File: config.mk
export PLATFORM = sky130hd
export DESIGN_NAME = histo_reader
export DESIGN_NICKNAME = d
export VERILOG_FILES = /design/src/rtl/histo_pkg.sv /design/src/rtl/histo_reader_fval_edge_det.sv /design/src/rtl/histo_reader.sv
export SDC_FILE = /design/constraint.sdc
export NUM_CORES = 1
export LEC_CHECK = 0
export CELL_PAD_IN_SITES_DETAIL_PLACEMENT = 0
export CELL_PAD_IN_SITES_GLOBAL_PLACEMENT = 1
export CORE_UTILIZATION = 32
export CTS_CLUSTER_SIZE = 30
export DETAILED_ROUTE_END_ITERATION = 8
export PLACE_DENSITY_LB_ADDON = 0.1
export REMOVE_ABC_BUFFERS = 1
export SLEW_MARGIN = 30
export SYNTH_ARGS = -nofsm -noshare
export SYNTH_HDL_FRONTEND = slang
export SYNTH_SLANG_ARGS = --single-unit
File: constraint.sdc
create_clock -name iPclk -period 2.5 [get_ports iPclk]
set_clock_uncertainty 0.1 [all_clocks]
set_input_delay 0.25 -clock iPclk [delete_from_list [all_inputs] [get_ports iPclk]]
set_output_delay 0.25 -clock iPclk [all_outputs]
set_load 0.01 [all_outputs]
File: src/rtl/histo_pkg.sv
// histo_pkg: default geometry, readout FSM state type and count saturation limit
// shared by histo_reader and its helpers.
package histo_pkg;

  localparam int unsigned HISTO_NUM_BINS = 256;
  localparam int unsigned HISTO_BIN_W    = 8;
  localparam int unsigned HISTO_CNT_W    = 20;

  localparam logic [HISTO_CNT_W-1:0] HISTO_CNT_MAX = '1;

  typedef enum logic [2:0] {
    IDLE,
    READ,
    WAIT,
    PRESENT,
    DONE
  } histo_state_e;

endpackage

File: src/rtl/histo_reader_fval_edge_det.sv
// fval_edge_det: registers the frame-valid input twice and produces one-cycle
// rise/fall pulses from the two registered samples.
module fval_edge_det (
  input  logic clk_i,
  input  logic rst_ni,
  input  logic d_i,
  output logic rise_o,
  output logic fall_o
);

  logic sample_q;
  logic prev_q;

  always_ff @(posedge clk_i or negedge rst_ni) begin
    if (!rst_ni) begin
      sample_q <= 1'b0;
      prev_q   <= 1'b0;
    end else begin
      sample_q <= d_i;
      prev_q   <= sample_q;
    end
  end

  assign rise_o = sample_q & ~prev_q;
  assign fall_o = prev_q & ~sample_q;

endmodule

File: src/rtl/histo_reader.sv
// histo_reader: on the end of a frame, walks every histogram bin, streams
// index/count/cumulative count out, and flags frame-valid activity while busy.
// Optional: define HISTO_RD_CLEAR_EN to zero each bin as it is handed off.
module histo_reader
  import histo_pkg::*;
#(
  parameter int unsigned NUM_BINS = HISTO_NUM_BINS,
  parameter int unsigned BIN_W    = HISTO_BIN_W,
  parameter int unsigned CNT_W    = HISTO_CNT_W
) (
  input  logic             iPclk,
  input  logic             iRST_n,
  input  logic             iFval,
  output logic             oRd_en,
  output logic [BIN_W-1:0] oRd_addr,
  input  logic [CNT_W-1:0] iRd_data,
  output logic             oWr_en,
  output logic [BIN_W-1:0] oWr_addr,
  output logic [CNT_W-1:0] oWr_data,
  output logic             oBin_valid,
  input  logic             iBin_ready,
  output logic [BIN_W-1:0] oBin_idx,
  output logic [CNT_W-1:0] oBin_cnt,
  output logic [CNT_W-1:0] oBin_cum,
  output logic             oBusy,
  output logic             oDone,
  output logic             oOverrun
);

  localparam logic [BIN_W-1:0] LAST_IDX = BIN_W'(NUM_BINS - 1);

  histo_state_e     state_q, state_d;
  logic [BIN_W-1:0] idx_q, idx_d;
  logic [CNT_W-1:0] cnt_q, cnt_d;
  logic [CNT_W-1:0] cum_q, cum_d;
  logic             overrun_q, overrun_d;
  logic [CNT_W:0]   cum_sum;
  logic             fval_rise;
  logic             fval_fall;
  logic             busy;
  logic             handshake;

  fval_edge_det u_fval_edge (
    .clk_i  (iPclk),
    .rst_ni (iRST_n),
    .d_i    (iFval),
    .rise_o (fval_rise),
    .fall_o (fval_fall)
  );

  assign busy      = (state_q != IDLE);
  assign handshake = (state_q == PRESENT) && iBin_ready;
  assign cum_sum   = {1'b0, cum_q} + {1'b0, iRd_data};

  always_ff @(posedge iPclk or negedge iRST_n) begin
    if (!iRST_n) begin
      state_q <= IDLE;
    end else begin
      state_q <= state_d;
    end
  end

  always_comb begin
    state_d = state_q;
    unique case (state_q)
      IDLE:    if (fval_fall) state_d = READ;
      READ:    state_d = WAIT;
      WAIT:    state_d = PRESENT;
      PRESENT: if (iBin_ready) state_d = (idx_q == LAST_IDX) ? DONE : READ;
      DONE:    state_d = IDLE;
      default: state_d = IDLE;
    endcase
  end

  // Frame edges are only acted on in IDLE; while busy they merely set the sticky flag.
  always_comb begin
    idx_d     = idx_q;
    cnt_d     = cnt_q;
    cum_d     = cum_q;
    overrun_d = overrun_q | (busy & (fval_rise | fval_fall));
    if ((state_q == IDLE) && fval_fall) begin
      idx_d = '0;
      cnt_d = '0;
      cum_d = '0;
    end
    if (state_q == WAIT) begin
      cnt_d = iRd_data;
      cum_d = cum_sum[CNT_W] ? '1 : cum_sum[CNT_W-1:0];
    end
    if (handshake && (idx_q != LAST_IDX)) begin
      idx_d = idx_q + BIN_W'(1);
    end
    if (state_q == DONE) begin
      idx_d = '0;
    end
  end

  always_ff @(posedge iPclk or negedge iRST_n) begin
    if (!iRST_n) begin
      idx_q     <= '0;
      cnt_q     <= '0;
      cum_q     <= '0;
      overrun_q <= 1'b0;
    end else begin
      idx_q     <= idx_d;
      cnt_q     <= cnt_d;
      cum_q     <= cum_d;
      overrun_q <= overrun_d;
    end
  end

  always_comb begin
    oRd_en     = (state_q == READ);
    oRd_addr   = (state_q == READ) ? idx_q : '0;
    oBin_valid = (state_q == PRESENT);
    oBin_idx   = idx_q;
    oBin_cnt   = cnt_q;
    oBin_cum   = cum_q;
    oBusy      = busy;
    oDone      = (state_q == DONE);
    oOverrun   = overrun_q;
`ifdef HISTO_RD_CLEAR_EN
    oWr_en     = handshake;
    oWr_addr   = handshake ? idx_q : '0;
    oWr_data   = '0;
`else
    oWr_en     = 1'b0;
    oWr_addr   = '0;
    oWr_data   = '0;
`endif
  end

endmodule

==> flow_metrics.tcl <==
set metrics [dict create \
    status "complete, no violations" \
    cp.required_ps 2550 \
    numPortBuffers 84 \
    cts_root_buf "clkbuf_16" \
    critPathMaxFanout 5 \
    hp-class "reg -> reg" \
    coreArea_um2 10940 \
    clkSinkCount 54 \
    placedCellCount 638 \
    leakage_uw 0.002233 \
    drive_above_1_share_pct 16.80 \
    critPathTopFamily "compound AO/OA/AOI/OAI gates" \
    period_needed_ps 2432 \
    grt_antenna_before_repair 0 \
    postRouteAntennaNets 0 \
    gp_congestion 0.8307 \
    num_rows 38 \
    synthCells 390 \
    drt_iter0_markers 94 \
    die_w_um 108.5 \
    die_h_um 108.5 \
    synthMuxAreaShare_pct 0.2760 \
    synth-simple-area-share_pct 16.87 \
    endpoint_kind "flip-flop" \
    slew_viol_final 0 \
    period_share_pct 97.29 \
    synth_enable_flop_cells 0 \
    clk_path_buf_depth 2 \
    grt_max_degree 33 \
    setup_violations 0 \
    ys_seq_area_share_pct 37.25 \
    synth.ff_latch_count 54 \
    cts_made_buffers 5 \
    cp-start-kind "input port" \
    async_flop_share_pct 100.0 \
    yosysUniqueCellTypes 62 \
    setup_ws_ps 67.72 \
    pre_cts_slack_ps -392.2 \
    h-tree-depth 2 \
    power.density_nw_per_um2 1301 \
    slowest_delay_ps 440 \
    first_pass_iters 7 \
    via_per_inst 4.943 \
    synth_compound_area_share_pct 23.39 \
    maxCapViolations 0 \
    synth_ff_type "dfrtp_1" \
    slew_headroom_pct 55.81 \
    crit_buf_inv 1 \
    synth_area_per_cell_um2 9.301 \
    synth_top_family_by_area "compound AO/OA/AOI/OAI gates" \
    grt_first_pass_wirelength_mm 15.47 \
    routed-via-count 3223 \
    nNetsFinal 558 \
    fillCellCount 1128 \
    crit_slowest_cell "clkdlybuf4s50_1" \
    clock_latency_ps 290 \
    dp_hpwl_mm 6.970 \
    yosys_warnings 0 \
    avgRoutedWirePerCell_um 14.43 \
    synth_area_um2 3627 \
    fmax_mhz 411.1 \
    cts_tree "done" \
    drc_errors 0 \
    diodes 0 \
    yosys.area_share.adder_pct 8.141 \
    hold_violations 0 \
    syn_to_final_growth_pct 37.05 \
    wl_mm 9.408 \
    critPathKind "in -> reg" \
    num_io_pins 114 \
    synthXorXnorAreaFrac_pct 3.380 \
    path_cells "clkdlybuf4s50_1 -> ha_1 -> fa_2 -> a211oi_4 -> o21ai_2 -> a31o_2 -> a221oi_2 -> xor2_1 -> o211ai_1" \
    worstMarginPinSlew_ps 662.9 \
    ir_worst_vdd_v 0.0005190 \
    grt_usage_pct 16.50 \
    grt_pass1_vias 3150 \
    grt_overflow_total 0 \
    cts.clk_slew.worst_paths_ps 70 \
    fin_cells 652 \
    arrival_ps 2490 \
    initial_core_util_pct 33.17 \
    die-area_um2 11760 \
]
[placed cells by master, fill, tap and decap left out, drive strengths merged, types with 2 or more instances in the layout]
| cell type | netlist | layout |
|---|---|---|
| a41oi | 2 | 2 |
| and3 | 7 | 7 |
| clkdlybuf4s50 | 0 | 83 |
| nand2b | 2 | 2 |
| nand2 | 53 | 53 |
| inv | 7 | 7 |
| a21oi | 16 | 16 |
| nand3 | 10 | 10 |
| o21a | 2 | 2 |
| xnor2 | 10 | 10 |
| a211oi | 6 | 6 |
| o2111ai | 2 | 2 |
| o21ai | 42 | 42 |
| nand4 | 5 | 5 |
| conb | 1 | 29 |
| a31o | 3 | 3 |
| ha | 22 | 22 |
| dfrtp | 54 | 54 |
| a21o | 3 | 3 |
| o21bai | 2 | 2 |
| nor2 | 20 | 20 |
| a221oi | 2 | 2 |
| and2 | 12 | 12 |
| o211ai | 7 | 7 |
| nor3 | 5 | 5 |
| a31oi | 4 | 4 |
| clkbuf | 10 | 7 |
| a22o | 21 | 21 |
| xor2 | 4 | 4 |
| or3 | 2 | 2 |
| buf | 39 | 51 |
| nand3b | 2 | 2 |
[power by group]
part / switching, µW / total, µW / internal [µW]
sequential: 297 / 1540 / 1240
clock: 315 / 713 / 399
combinational: 2050 / 4210 / 2160
total: 2670 / 6470 / 3800
[registers in the layout, indices dropped and copies added, names as in the netlist]
name,flops
oBin_cum,20
oBin_idx,8
u_fval_edge.prev_q,1
u_fval_edge.sample_q,1
state_q,3
oOverrun,1
oBin_cnt,20
[cell families after synthesis]
logic type / Yosys count
flops: 54
other cells: 1
mux: 1
compound gates: 118
fa+ha+maj: 23
buf+inv: 56
simple gates: 123
xor+xnor: 14
[worst paths after layout]
| path | end | cells past startpoint | startpoint | slack [ps] |
|---|---|---|---|---|
| max reg2reg | oBin_cum[14] | 8 | oBin_cum[0] | 120 |
| min reg2reg | u_fval_edge.prev_q | 0 | u_fval_edge.sample_q | 290 |
| max | oBin_cum[14] | 9 | iRd_data[0] | 70 |
| max in group asynchronous | oBin_idx[1] | 3 | iRST_n | 1290 |
| min | u_fval_edge.prev_q | 0 | u_fval_edge.sample_q | 290 |
| min in group asynchronous | oBin_cum[10] | 2 | iRST_n | 420 |
[layer usage]
metal / global-route usage (%) / share of wire, % / up-vias / wire length [µm]
li1: - / - / 1585 / -
met1: 23.02 / 48 / 1547 / 4521
met2: 26.81 / 46 / 87 / 4356
met3: 3.074 / 5.0 / 4 / 472
met4: 2.703 / 0.63 / 0 / 59
met5: 0 / 0 / - / 0
[cell usage after synthesis (2+ instances only)]
cell / number / area, µm²
a211oi_1: 4 / 30.03
a22o_1: 21 / 183.9
o21ai_1: 19 / 95.09
o211ai_2: 2 / 25.02
xor2_1: 4 / 35.03
nor2_1: 20 / 75.07
inv_1: 7 / 26.28
a21oi_1: 15 / 75.07
a31o_2: 3 / 26.28
nand4_2: 3 / 37.54
and2_1: 11 / 68.82
xnor2_1: 10 / 87.58
a21o_1: 2 / 15.01
o211ai_1: 5 / 37.54
o21bai_1: 2 / 15.01
nand2_1: 52 / 195.2
buf_4: 32 / 240.2
and3_1: 6 / 37.54
o21ai_0: 22 / 110.1
clkbuf_1: 8 / 30.03
ha_1: 22 / 275.3
buf_6: 4 / 45.04
nand3b_1: 2 / 15.01
o21a_1: 2 / 15.01
nor3_1: 5 / 25.02
nand4_1: 2 / 12.51
clkbuf_8: 2 / 27.53
a31oi_1: 3 / 18.77
buf_2: 3 / 15.01
nand2b_1: 2 / 12.51
a211oi_2: 2 / 25.02
dfrtp_1: 54 / 1351
nand3_1: 9 / 45.04
or3_1: 2 / 12.51
[area by class of cell]
class | count | area [µm²] | share of cell area, %
multi-input combinational | 308 | 2024 | 40.72
timing repair buffer | 135 | 1246 | 25.07
clock buffer | 7 | 142.6 | 2.869
tap | 140 | 175.2 | 3.524
clock inverter | 1 | 5.005 | 0.1007
inverter | 7 | 26.28 | 0.5286
sequential | 54 | 1351 | 27.18
[metrics by stage]
step	power, µW	setup TNS, ps	area [µm²]	hold slack, ps	util [%]
finish	6465	0	4971	286.9	45.46
global route	7041	-9.334	4971	310.8	45.46
CTS	6508	0	4942	284.2	45.19
detailed placement	5686	-6381	4752	223.0	43.46
global placement	5654	-5091	4752	211.4	43.46
floorplan	3801	0	3374	-145.6	-
[what timing repair did]
action | CTS | global route
setup buffers | 4 | 1
hold endpoints to repair | 25 | 0
hold buffers | 1 | 0
pin swaps | 3 | 2
resized for setup | 1 | 4
endpoints found under the setup margin | 10 | 5
Note: power is estimated with default switching activity, not from simulation.
